[config.mk]
export PLATFORM = sky130hd
export DESIGN_NAME = reset_seq_pf
export DESIGN_NICKNAME = d
export VERILOG_FILES = /design/src/rtl/reset_seq_pf.sv
export SDC_FILE = /design/constraint.sdc
export NUM_CORES = 1
export LEC_CHECK = 0
export BUFFER_PORTS_ARGS = -buffer_cell sky130_fd_sc_hd__buf_4
export CORE_MARGIN = 5
export CORE_UTILIZATION = 40
export CTS_CLUSTER_DIAMETER = 100
export DETAILED_ROUTE_END_ITERATION = 16
export PLACE_DENSITY = 0.59
export RECOVER_POWER = 50
export SETUP_SLACK_MARGIN = 0.15
export SLEW_MARGIN = 40
export SYNTH_ARGS = -nofsm -noshare
export SYNTH_HDL_FRONTEND = slang
export SYNTH_SLANG_ARGS = --single-unit
[constraint.sdc]
create_clock -name CLK -period 3.4 [get_ports CLK]
set_input_delay 0.17 -clock CLK [delete_from_list [all_inputs] [get_ports CLK]]
set_output_delay 0.17 -clock CLK [all_outputs]
set_load 0.01 [all_outputs]
[src/rtl/reset_seq_pf.sv]
// Purpose: fabric reset sequencer; qualifies the external reset, stretches it and releases reset domains one by one.
// Latency: bit k is released SYNC_STAGES+1+STRETCH_CYCLES+k*STAGGER_CYCLES edges after the qualified reset rises.
// Backpressure: none; SW_RST_REQ restarts the stretch and is ignored while the synchroniser is still settling.
//
// Ports:
//   CLK            sequencer clock
//   EXT_RST_N      external reset, async assert, active-low
//   PLL_LOCK       PLL locked
//   SS_BUSY        system services busy (qualifies reset high while init is done)
//   INIT_DONE      device initialisation complete
//   FF_US_RESTORE  Flash*Freeze restore: forces RESET_N_OUT high, holds qualified reset high
//   SW_RST_REQ     synchronous software reset request
//   RESET_N_OUT    per-domain active-low resets, bit 0 released first
//   READY          all domains released by the sequencer
//   STATE          0 RESET, 1 STRETCH, 2 RELEASE, 3 RUN
module reset_seq_pf #(
    parameter int SYNC_STAGES    = 2,
    parameter int NUM_OUTPUTS    = 4,
    parameter int STRETCH_CYCLES = 16,
    parameter int STAGGER_CYCLES = 8
) (
    input  logic                   CLK,
    input  logic                   EXT_RST_N,
    input  logic                   PLL_LOCK,
    input  logic                   SS_BUSY,
    input  logic                   INIT_DONE,
    input  logic                   FF_US_RESTORE,
    input  logic                   SW_RST_REQ,
    output logic [NUM_OUTPUTS-1:0] RESET_N_OUT,
    output logic                   READY,
    output logic [1:0]             STATE
);

    localparam int CNT_MAX = (STRETCH_CYCLES > STAGGER_CYCLES) ? STRETCH_CYCLES : STAGGER_CYCLES;
    localparam int CW      = $clog2(CNT_MAX + 1);
    localparam int IW      = $clog2(NUM_OUTPUTS + 1);

    localparam logic [CW-1:0]          STRETCH_LAST = CW'(STRETCH_CYCLES - 1);
    localparam logic [CW-1:0]          STAGGER_LAST = CW'((STAGGER_CYCLES > 0) ? STAGGER_CYCLES - 1 : 0);
    localparam logic [IW-1:0]          LAST_IDX     = IW'(NUM_OUTPUTS - 1);
    localparam logic [NUM_OUTPUTS-1:0] ALL_ONES     = '1;
    localparam logic [NUM_OUTPUTS-1:0] ONE_HOT0     = NUM_OUTPUTS'(1);
    // With a single domain or no stagger, everything goes out on the stretch terminal edge.
    localparam bit                     SINGLE_STEP  = (NUM_OUTPUTS == 1) || (STAGGER_CYCLES == 0);

    typedef enum logic [1:0] {
        ST_RESET   = 2'd0,
        ST_STRETCH = 2'd1,
        ST_RELEASE = 2'd2,
        ST_RUN     = 2'd3
    } state_t;

    logic                   qrst_n;
    logic [SYNC_STAGES-1:0] sync_q;
    logic                   sync_ok;
    state_t                 state_q;
    logic [CW-1:0]          cnt_q;
    logic [IW-1:0]          idx_q;      // index of the most recently released bit
    logic [IW-1:0]          nxt_idx;
    logic [NUM_OUTPUTS-1:0] rel_q;
    logic                   ready_q;

    // Qualified reset: combinational, used as the async clear of every register.
    assign qrst_n = (((EXT_RST_N & PLL_LOCK) | SS_BUSY) & INIT_DONE) | FF_US_RESTORE;

    // De-assertion synchroniser: constant 1 shifted in once the async clear lifts.
    always_ff @(posedge CLK or negedge qrst_n) begin
        if (!qrst_n) begin
            sync_q <= '0;
        end else begin
            sync_q <= {sync_q[SYNC_STAGES-2:0], 1'b1};
        end
    end

    assign sync_ok = sync_q[SYNC_STAGES-1];
    assign nxt_idx = idx_q + 1'b1;

    always_ff @(posedge CLK or negedge qrst_n) begin
        if (!qrst_n) begin
            state_q <= ST_RESET;
            cnt_q   <= '0;
            idx_q   <= '0;
            rel_q   <= '0;
            ready_q <= 1'b0;
        end else if (SW_RST_REQ && (state_q != ST_RESET)) begin
            // Software reset drops every domain and restarts the stretch from zero.
            state_q <= ST_STRETCH;
            cnt_q   <= '0;
            idx_q   <= '0;
            rel_q   <= '0;
            ready_q <= 1'b0;
        end else begin
            case (state_q)
                ST_RESET: begin
                    if (sync_ok) begin
                        state_q <= ST_STRETCH;
                        cnt_q   <= '0;
                    end
                end
                ST_STRETCH: begin
                    if (cnt_q == STRETCH_LAST) begin
                        cnt_q <= '0;
                        idx_q <= '0;
                        if (SINGLE_STEP) begin
                            rel_q   <= ALL_ONES;
                            ready_q <= 1'b1;
                            state_q <= ST_RUN;
                        end else begin
                            rel_q   <= ONE_HOT0;
                            state_q <= ST_RELEASE;
                        end
                    end else begin
                        cnt_q <= cnt_q + 1'b1;
                    end
                end
                ST_RELEASE: begin
                    if (cnt_q == STAGGER_LAST) begin
                        cnt_q <= '0;
                        idx_q <= nxt_idx;
                        rel_q <= rel_q | (ONE_HOT0 << nxt_idx);
                        if (nxt_idx == LAST_IDX) begin
                            ready_q <= 1'b1;
                            state_q <= ST_RUN;
                        end
                    end else begin
                        cnt_q <= cnt_q + 1'b1;
                    end
                end
                ST_RUN: begin
                    rel_q   <= ALL_ONES;
                    ready_q <= 1'b1;
                end
                default: begin
                    state_q <= ST_RESET;
                end
            endcase
        end
    end

    // Flash*Freeze restore overrides the domain resets without a clock.
    assign RESET_N_OUT = rel_q | {NUM_OUTPUTS{FF_US_RESTORE}};
    assign READY       = ready_q;
    assign STATE       = state_q;

endmodule

Yosys cells after proc, flatten, opt, wreduce, memory -nomap -nowiden
Index checks and enable logic that the tools add are counted.

cells by class
  add/sub/neg operators = 2
  equal/unequal tests = 10
  shift-type cells = 1
  muxes and demuxes = 23
  bitwise logic cells = 6
  reduce and logical (&&, ||, !) cells = 12

operator list
  cell                 number
  $mux 5               4
  $pmux 5 s3           1
  $mux 4               3
  $ne 3x3->1 const B   4
  $pmux 4 s3           1
  $mux 2               5
  $mux 3               3
  $reduce_and 3->1     3
  $or 4x4->4           2
  $reduce_bool 4->1    2
  $pmux 2 s3           1
  $pmux 3 s2           1
  $reduce_bool 3->1    2
  $add 5x1->5 const B  1
  $eq 5x3->1 const B   1
  $eq 5x4->1 const B   1
  $reduce_and 5->1     1
  $eq 2x2->1 const B   2
  $shl 1x3->4 const A  1
  $add 3x1->3 const B  1
  $eq 3x2->1 const B   1
  $mux 1               3
  $and 1x1->1          2
  $eq 2x1->1 const B   1
  other kinds (6)      7

word-level totals
  flip-flop bits (word level) = 17
  bits of input ports = 7
  output and inout bits = 7

Depth between registers and ports, before layout
Gate-level depths: netlist of run 1.

  word-level depth = 6
  depth in mapped cells = 9
  depth with buffers taken out = 8

Worst setup path before layout of run 1
Ideal clock, no wire load.

  kind = flip-flop to flip-flop
  start = reg state_q[0] (netlist: STATE[0])
  end = reg cnt_q[2]
  setup time = 0.121 ns
  arrival time = 1.673 ns
  data required time = 3.279 ns
  setup slack = 1.606 ns
  cell stages (with the launch flop) = 8
  period minus slack after synthesis = 1.794 ns
  cell sequence = dfrtp_1 inv_1 ha_1 or2_2 o22ai_2 buf_4 o21ai_0 a22o_1

on the way
  longest elaborated chain between the ends = 4
  elaborated cells between the ends (all ways) = 10

ends and longest elaborated chain
  element                                                                  line  source
  start: declaration                                                       56    state_t state_q;
  start signal: assignment                                                 80    state_q <= ST_RESET;
  start signal: assignment                                                 87    state_q <= ST_STRETCH;
  start signal: assignment                                                 96    state_q <= ST_STRETCH;
  $reduce_bool 2->1                                                        85    end else if (SW_RST_REQ && (state_q != ST_RESET)) begin
  $logic_and 1x1->1                                                        85
  $ne 3x3->1 (no source line) / $reduce_bool 4->1 (equally long branches)  n/a
  $reduce_and 2->1 (no source line)                                        n/a
  end signal: assignment                                                   113   cnt_q <= cnt_q + 1'b1;
  end signal: assignment                                                   126   cnt_q <= cnt_q + 1'b1;
  end: declaration                                                         57    logic [CW-1:0] cnt_q;

Several ways; a longest one is shown, not always the timed one.
A chain may end at the register's enable or synchronous reset.

Worst setup path after layout of run 1
  start = reg cnt_q[0]
  end = reg cnt_q[1]

on the way
  longest elaborated chain between the ends = 4
  elaborated cells between the ends (all ways) = 7

ends and longest elaborated chain
  element                                    line      source
  $add 5x1->5, or another cell as far along  113, 126
  $mux 5, on equally long branches           117, 101
  $pmux 5 s3 *                               93        case (state_q)
  $mux 5 *                                   85

Every way passes the cells marked *; elsewhere a longest branch is shown, timed or not.

==> impl_results.md, run 1 <==
- Final worst slack: 1.280 ns
- P per Cell Area: 591.5 nW/um^2
- EDFF count, synth: 0
- Clock Latency Late Sink: 0.29 ns
- Sequential share of power: 0.371
- Area Overhead vs Synth: 12.01%
- Hold_buf cts: 0
- Met3 GRT Util: 0.04496
- Reg2reg end: cnt_q[1]
- Initial core utilization: 0.4114
- RSZ-0062 raised after global routing: no
- CP top delay family: compound AO/OA/AOI/OAI gates
- Ys Warns: 0
- Synth async-reset ratio: 1.000
- Clock Skew: 0.01478 ns
- Routability Congestion: 0.7677
- Leading area contributor after synthesis: dfrtp_1
- Width of the die: 63.03 um
- Sw power: 307.4 uW
- Crit path buffers/inverters: 1
- Sw Share: 0.4125
- Worst slew pin tran: 0.6644 ns
- Design area: 1260 sq um
- Post-CTS sizing: 0
- CP startpoint kind: flip-flop
- Failing checks: hold timing
- Met1 usage: 0.1456
- Setup Buffers After CTS: 0
- Worst EP required: 3.58 ns
- Layout Nets: 152
- Max transition margin: 0.5571
- CTS root buffer: clkbuf_4
- Finish-stage setup viols: 0
- Number of global-route vias before repair: 787
- Achievable frequency: 471.7 MHz
- Status: finished, violations left
- Synthesized Nets: 137
- Unique masters post-synth: 34
- Commonest register cell after synthesis: dfrtp_1
- DR iter-0 viols: 24
- Max-slew violations: 0
- # IOs: 14
- Diodes inserted: 0
- Kind of end point of the critical path: flip-flop
- CP Max Fanout: 12
- Critical-path cell list: ha_1 > nand3_1 > inv_1 > ha_1 > nor2b_1 > a21o_1 > nand3_1 > o31ai_1
- Critical path class: flip-flop to flip-flop
- Worst-path clk slew: 0.10 ns
- Die H: 63.03 um
- Row count: 19
- Commonest cells after routing, fill and taps aside: 17 x dfrtp_1, 13 x ha_1, 10 x inv_1, 10 x buf_4, 9 x nand2_1
- Largest net degree at the start of global routing: 18
- Vias/cell: 5.370
- GRT busiest layer: met2
- Slowest stage delay, CP: 0.42 ns
- Final Hold Viols: 8
- Setup TNS: 0 ns
- Hold_ws: -0.01548 ns
- Global Route Usage Sum: 0.1169
- Routed len/inst: 13.93 um
- Final min period: 2.120 ns
- Dpl hpwl: 1772 um
- Post-synthesis sequential area ratio: 0.3782
- Dpl ws: 1.297 ns
- Crit Reg-Reg Startpoint: cnt_q[0]
- Synthesized flop and latch total: 17
- Max-cap violations: 0
- Drt pass-1 iters: 4
- Main area contributors after synthesis: dfrtp_1 38%, ha_1 14%, inv_1 3.3%
- Register Area: 425.4 sq um
- Number of nets with antenna violations after routing: 0
- Internal: 437.9 uW
- Gate Count Post-Synth: 117
- Remaining Overflow, GRT: 0
- Slowest cell on the critical path: dfrtp_1
- Leakage: 0.5870 nW
- Comb pwr share: 0.486
- # H-tree levels: 1
- Tcrit/Tclk final: 0.6235
- Mapped Area: 1125 sq um
- First-pass GRT wire length: 3705 um
- Num CTS Buffers: 3
- Met2 usage: 0.1782
- Die area: 3973 sq um
- Hold/Removal Path Class: input pin to async pin
- Antenna violations before repair: 0
- Commonest non-fill, non-tap cell in the layout: dfrtp_1
- DRC: 0
- Syn Area/Cell: 9.614 sq um
- Clock group share of total power: 0.143
- Fillers: 253
- Layout cell share with drive strength beyond 1: 0.1908
- DP Cell Count: 158
- Via count: 870
- Worst-case vdd ir drop: 0.5161 mV
- Post-route insts no fill: 162
- Worst path arrival time: 2.30 ns
- CTS tree: yes
- Clock sinks: 17
- Post-synth top area share: 0.3782
- IO buf count: 13
- Area occupied by multi-input gates: 641.9 sq um
- Dpl cell area: 1241 sq um
- Core ar.: 2734 sq um
- WL final: 2257 um
- Depth of the most critical reg-to-reg path: 8
- CTS max path bufs: 2
- Pwr Total: 745.3 uW
- R2R Setup Slk: 1.28 ns
## cell type report
type                       instances  area share
clock buffer                       4     0.02085
tap                               31     0.03078
timing repair buffer              13     0.07150
inverter                          10     0.02979
multi-input combinational         87      0.5094
sequential                        17      0.3376
## worst register-to-register path, stage by stage, from the launching register on
cell and delay (ns):
dfrtp_1 0.42, ha_1 0.26, nand3_1 0.12, inv_1 0.05
ha_1 0.17, nor2b_1 0.22, a21o_1 0.34, nand3_1 0.17
o31ai_1 0.26
## logic make-up (layout without fill, tap and decap cells)
kind of cell | Yosys count | after routing | synth area share
flip-flops | 17 | 17 | 0.3782
AND/OR/NAND/NOR | 39 | 39 | 0.1835
other | 1 | 1 | 0.003334
multiplexers | 2 | 2 | 0.01891
XOR/XNOR | 1 | 1 | 0.007788
buffers and inverters | 13 | 27 | 0.05116
AO/OA/AOI/OAI | 31 | 31 | 0.2125
adder cells (fa/ha/maj) | 13 | 13 | 0.1446
## cell usage after synthesis (4+ instances only)
master	count
ha_1	13
nor2_1	5
nand2_1	9
dfrtp_1	17
a21oi_1	4
a21o_1	4
o21a_1	5
inv_1	10
or2_2	6
nand3_1	4
nand2b_1	4
nor3_1	5
o21ai_0	4
## worst max-delay path by stage
stage,start,end,depth (start not counted)
after detailed placement,cnt_q[0],cnt_q[1],8
after global placement,cnt_q[0],cnt_q[1],8
after CTS,cnt_q[0],cnt_q[1],8
after floorplan,STATE[0],cnt_q[2],7
after global routing,cnt_q[0],cnt_q[1],8
final,cnt_q[0],cnt_q[1],8
## flip-flops by register name, summed over array words and instances, names as in the netlist
name / count
rel_q: 4
STATE: 2
cnt_q: 5
READY: 1
sync_q: 2
idx_q: 3
## stage by stage
stage / hold WS [ns] / util
6_report: -0.01548 / 0.4609
5_1_grt: 0.06622 / 0.4609
4_1_cts: 0.02121 / 0.4636
3_5_place_dp: 0.3398 / 0.4540
3_3_place_gp: 0.3337 / 0.4540
2_1_floorplan: 0.1349 / -
## routing by layer
| layer | vias up | routed length (um) |
|---|---|---|
| li1 | 435 | - |
| met1 | 405 | 983 |
| met2 | 24 | 1089 |
| met3 | 6 | 125 |
| met4 | 0 | 59 |
| met5 | - | 0 |
## power by group through the flow
stage	Sequential, mW	Clock (mW)	Combinational, mW
finish	0.276	0.106	0.363
global route	0.284	0.118	0.400
CTS	0.277	0.111	0.372
detailed placement	0.281	0	0.369
global placement	0.277	0	0.362
floorplan	0.279	0	0.276
Note: power is estimated with default switching activity, not from simulation.
==> inputs of run 2 (changes only) <==
clock period = 2 ns   (was 3.4 ns; I/O delays follow)
==> run 2 against run 1 <==
  * The run now ends clean
  * Core utilization up 8.6 points
  * Clock skew shrank 0.0035 ns
  * Global-route usage rose by 1.2 points
  * Sequential power increased by 67%
  * Cell area increased by 19%
  * Setup slack worse by 1.1 ns
  * Clock-buffer cell count stayed put
  * Critical path depth stayed put
  * Largest power group unchanged
==> impl_results.md, run 2 (same netlist as run 1, synthesis figures left out) <==
- Status: completed
- Worst path arrival time: 1.99 ns (-0.31 ns)
- Drt pass-1 iters: 6 (+2)
- Max FFs per register: 5 (unchanged)
- CTS max path bufs: 2 (unchanged)
- Commonest non-fill, non-tap cell in the layout: buf_4
- Clock sinks: 17 (unchanged)
- Max-cap violations: 0 (unchanged)
- CP startpoint kind: flip-flop
- Critical-path cell list: ha_4 > nand3_2 > inv_2 > ha_4 > nor2b_2 > a21o_4 > or3_4 > o22a_1
- Die H: 63.03 um (unchanged)
- Number of nets with antenna violations after routing: 0 (unchanged)
- Dpl hpwl: 1761 um (-0.59%)
- CTS root buffer: clkbuf_4
- Core ar.: 2734 sq um (unchanged)
- Final Hold Viols: 0 (-8)
- Layout cell share with drive strength beyond 1: 0.3289 (+0.1381)
- RSZ-0062 raised after global routing: no
- Routed len/inst: 13.88 um (-0.38%)
- Number of global-route vias before repair: 931 (+18%)
- Clock Latency Late Sink: 0.29 ns (about the same)
- Finish-stage setup viols: 0 (unchanged)
- CTS tree: yes
- Antenna violations before repair: 0 (unchanged)
- Largest Register: cnt_q
- Worst-case vdd ir drop: 0.5510 mV (+6.8%)
- Critical path class: flip-flop to flip-flop
- Biggest regs: cnt_q x5, rel_q x4, idx_q x3
- Die area: 3973 sq um (unchanged)
- Max-slew violations: 0 (unchanged)
- Tcrit/Tclk final: 0.9026 (+0.2791)
- Clock Skew: 0.01131 ns (-0.003470 ns)
- Num CTS Buffers: 3 (unchanged)
- Routability Congestion: 0.8115 (+5.7%)
- Commonest cells after routing, fill and taps aside: 22 x buf_4, 17 x dfrtp_1, 9 x nand2_1, 9 x ha_1, 8 x inv_1
- Initial core utilization: 0.4114 (unchanged)
- Width of the die: 63.03 um (unchanged)
- IO buf count: 13 (unchanged)
- Area Overhead vs Synth: 32.93%
- Via count: 948 (+9.0%)
- Worst-path clk slew: 0.11 ns (about the same)
- Register Area: 425.4 sq um (unchanged)
- DP Cell Count: 166 (+5.1%)
- First-pass GRT wire length: 4160 um (+12%)
- Largest net degree at the start of global routing: 18 (unchanged)
- Post-route insts no fill: 183 (+13%)
- P per Cell Area: 1009 nW/um^2 (+71%)
- Area occupied by multi-input gates: 724.4 sq um (+13%)
- Row count: 19 (unchanged)
- Diodes inserted: 0 (unchanged)
- Kind of end point of the critical path: flip-flop
- DR iter-0 viols: 20 (-17%)
- Global Route Usage Sum: 0.1291 (+0.01219)
- # H-tree levels: 1 (unchanged)
- Max transition margin: 0.5370 (-0.02011)
- WL final: 2540 um (+13%)
- Achievable frequency: 554.0 MHz (+17%)
- Hold/Removal Path Class: input pin to flip-flop
- Slowest cell on the critical path: dfrtp_1
- Slowest stage delay, CP: 0.41 ns (about the same)
- Worst slew pin tran: 0.6945 ns (+0.03016 ns)
- Remaining Overflow, GRT: 0 (unchanged)
- Layout Nets: 173 (+14%)
- Setup TNS: 0 ns (unchanged)
- DRC: 0 (unchanged)
- Vias/cell: 5.180 (-3.5%)
- # IOs: 14 (unchanged)
- Leakage: 0.6725 nW (+15%)
- CP Max Fanout: 7 (-5)
- Worst EP required: 2.18 ns (-1.40 ns)
- Final min period: 1.805 ns (-0.3147 ns)
- Most frequent CP cell: ha_4
- Fillers: 243 (-4.0%)
[run 2: stage by stage]
| stage | worst slack, ns | hold WS (ns) | utilization | instance area, sq um | power, mW |
|---|---|---|---|---|---|
| after floorplan | 0.2063 | 0.06487 | - | 1125 | 0.9430 |
| after global placement | 0.1054 | 0.2726 | 0.4760 | 1301 | 1.154 |
| after detailed placement | 0.008063 | 0.2775 | 0.4760 | 1301 | 1.162 |
| after CTS | 0.1529 | 0.02799 | 0.5117 | 1399 | 1.441 |
| after global routing | 0.1073 | 0.2306 | 0.5469 | 1495 | 1.639 |
| final | 0.1948 | 0.2297 | 0.5469 | 1495 | 1.508 |
[run 2: cell type report]
cell class	count	share of cell area
well taps	31	0.02594
flip-flops and latches	17	0.2845
repair buffers	34	0.1623
clock buffers	4	0.01757
inverters	10	0.02510
multi-input cells	87	0.4845
[run 2: repair_timing]
action	4_1_cts	5_1_grt
resized for setup	3	13
buffers inserted	6	3
setup endpoints to repair	12	12
hold buffers	2	2
pin swaps	2	3
endpoints found under the hold margin	17	17
[run 2: final timing paths]
path                            startpoint        end  slack, ns  cells past startpoint
worst min register to register   sync_q[0]  sync_q[1]       0.38                      0
min in group asynchronous        INIT_DONE   STATE[1]       0.47                      3
worst max register to register    cnt_q[0]   STATE[0]       0.19                      8
worst min-delay path            SW_RST_REQ   rel_q[2]       0.23                      3
max in group asynchronous          SS_BUSY   idx_q[0]       0.44                      5
worst max-delay path              cnt_q[0]   STATE[0]       0.19                      8
[run 2: metal layers]
| layer | global-route usage | vias to the layer above | part of all wire |
|---|---|---|---|
| met2 | 0.2167 | 17 | 0.51 |
| met5 | 0 | - | 0 |
| li1 | - | 480 | - |
| met1 | 0.1630 | 449 | 0.45 |
| met4 | 0.05570 | 0 | 0.0075 |
| met3 | 0.01799 | 2 | 0.034 |
[run 2: report_power, final]
| group | internal (mW) | switching [mW] | total (mW) |
|---|---|---|---|
| logic | 0.422 | 0.434 | 0.856 |
| registers | 0.412 | 0.0487 | 0.461 |
| clock network | 0.0775 | 0.114 | 0.191 |
[run 2: worst max-delay path: cells and delay by family, from the launching register on]
kind / cells / cell delay (ns)
AO/OA/AOI/OAI: 2 / 0.37
adder cells (fa/ha/maj): 2 / 0.28
buffers and inverters: 1 / 0.09
flip-flops: 1 / 0.41
AND/OR/NAND/NOR: 3 / 0.53
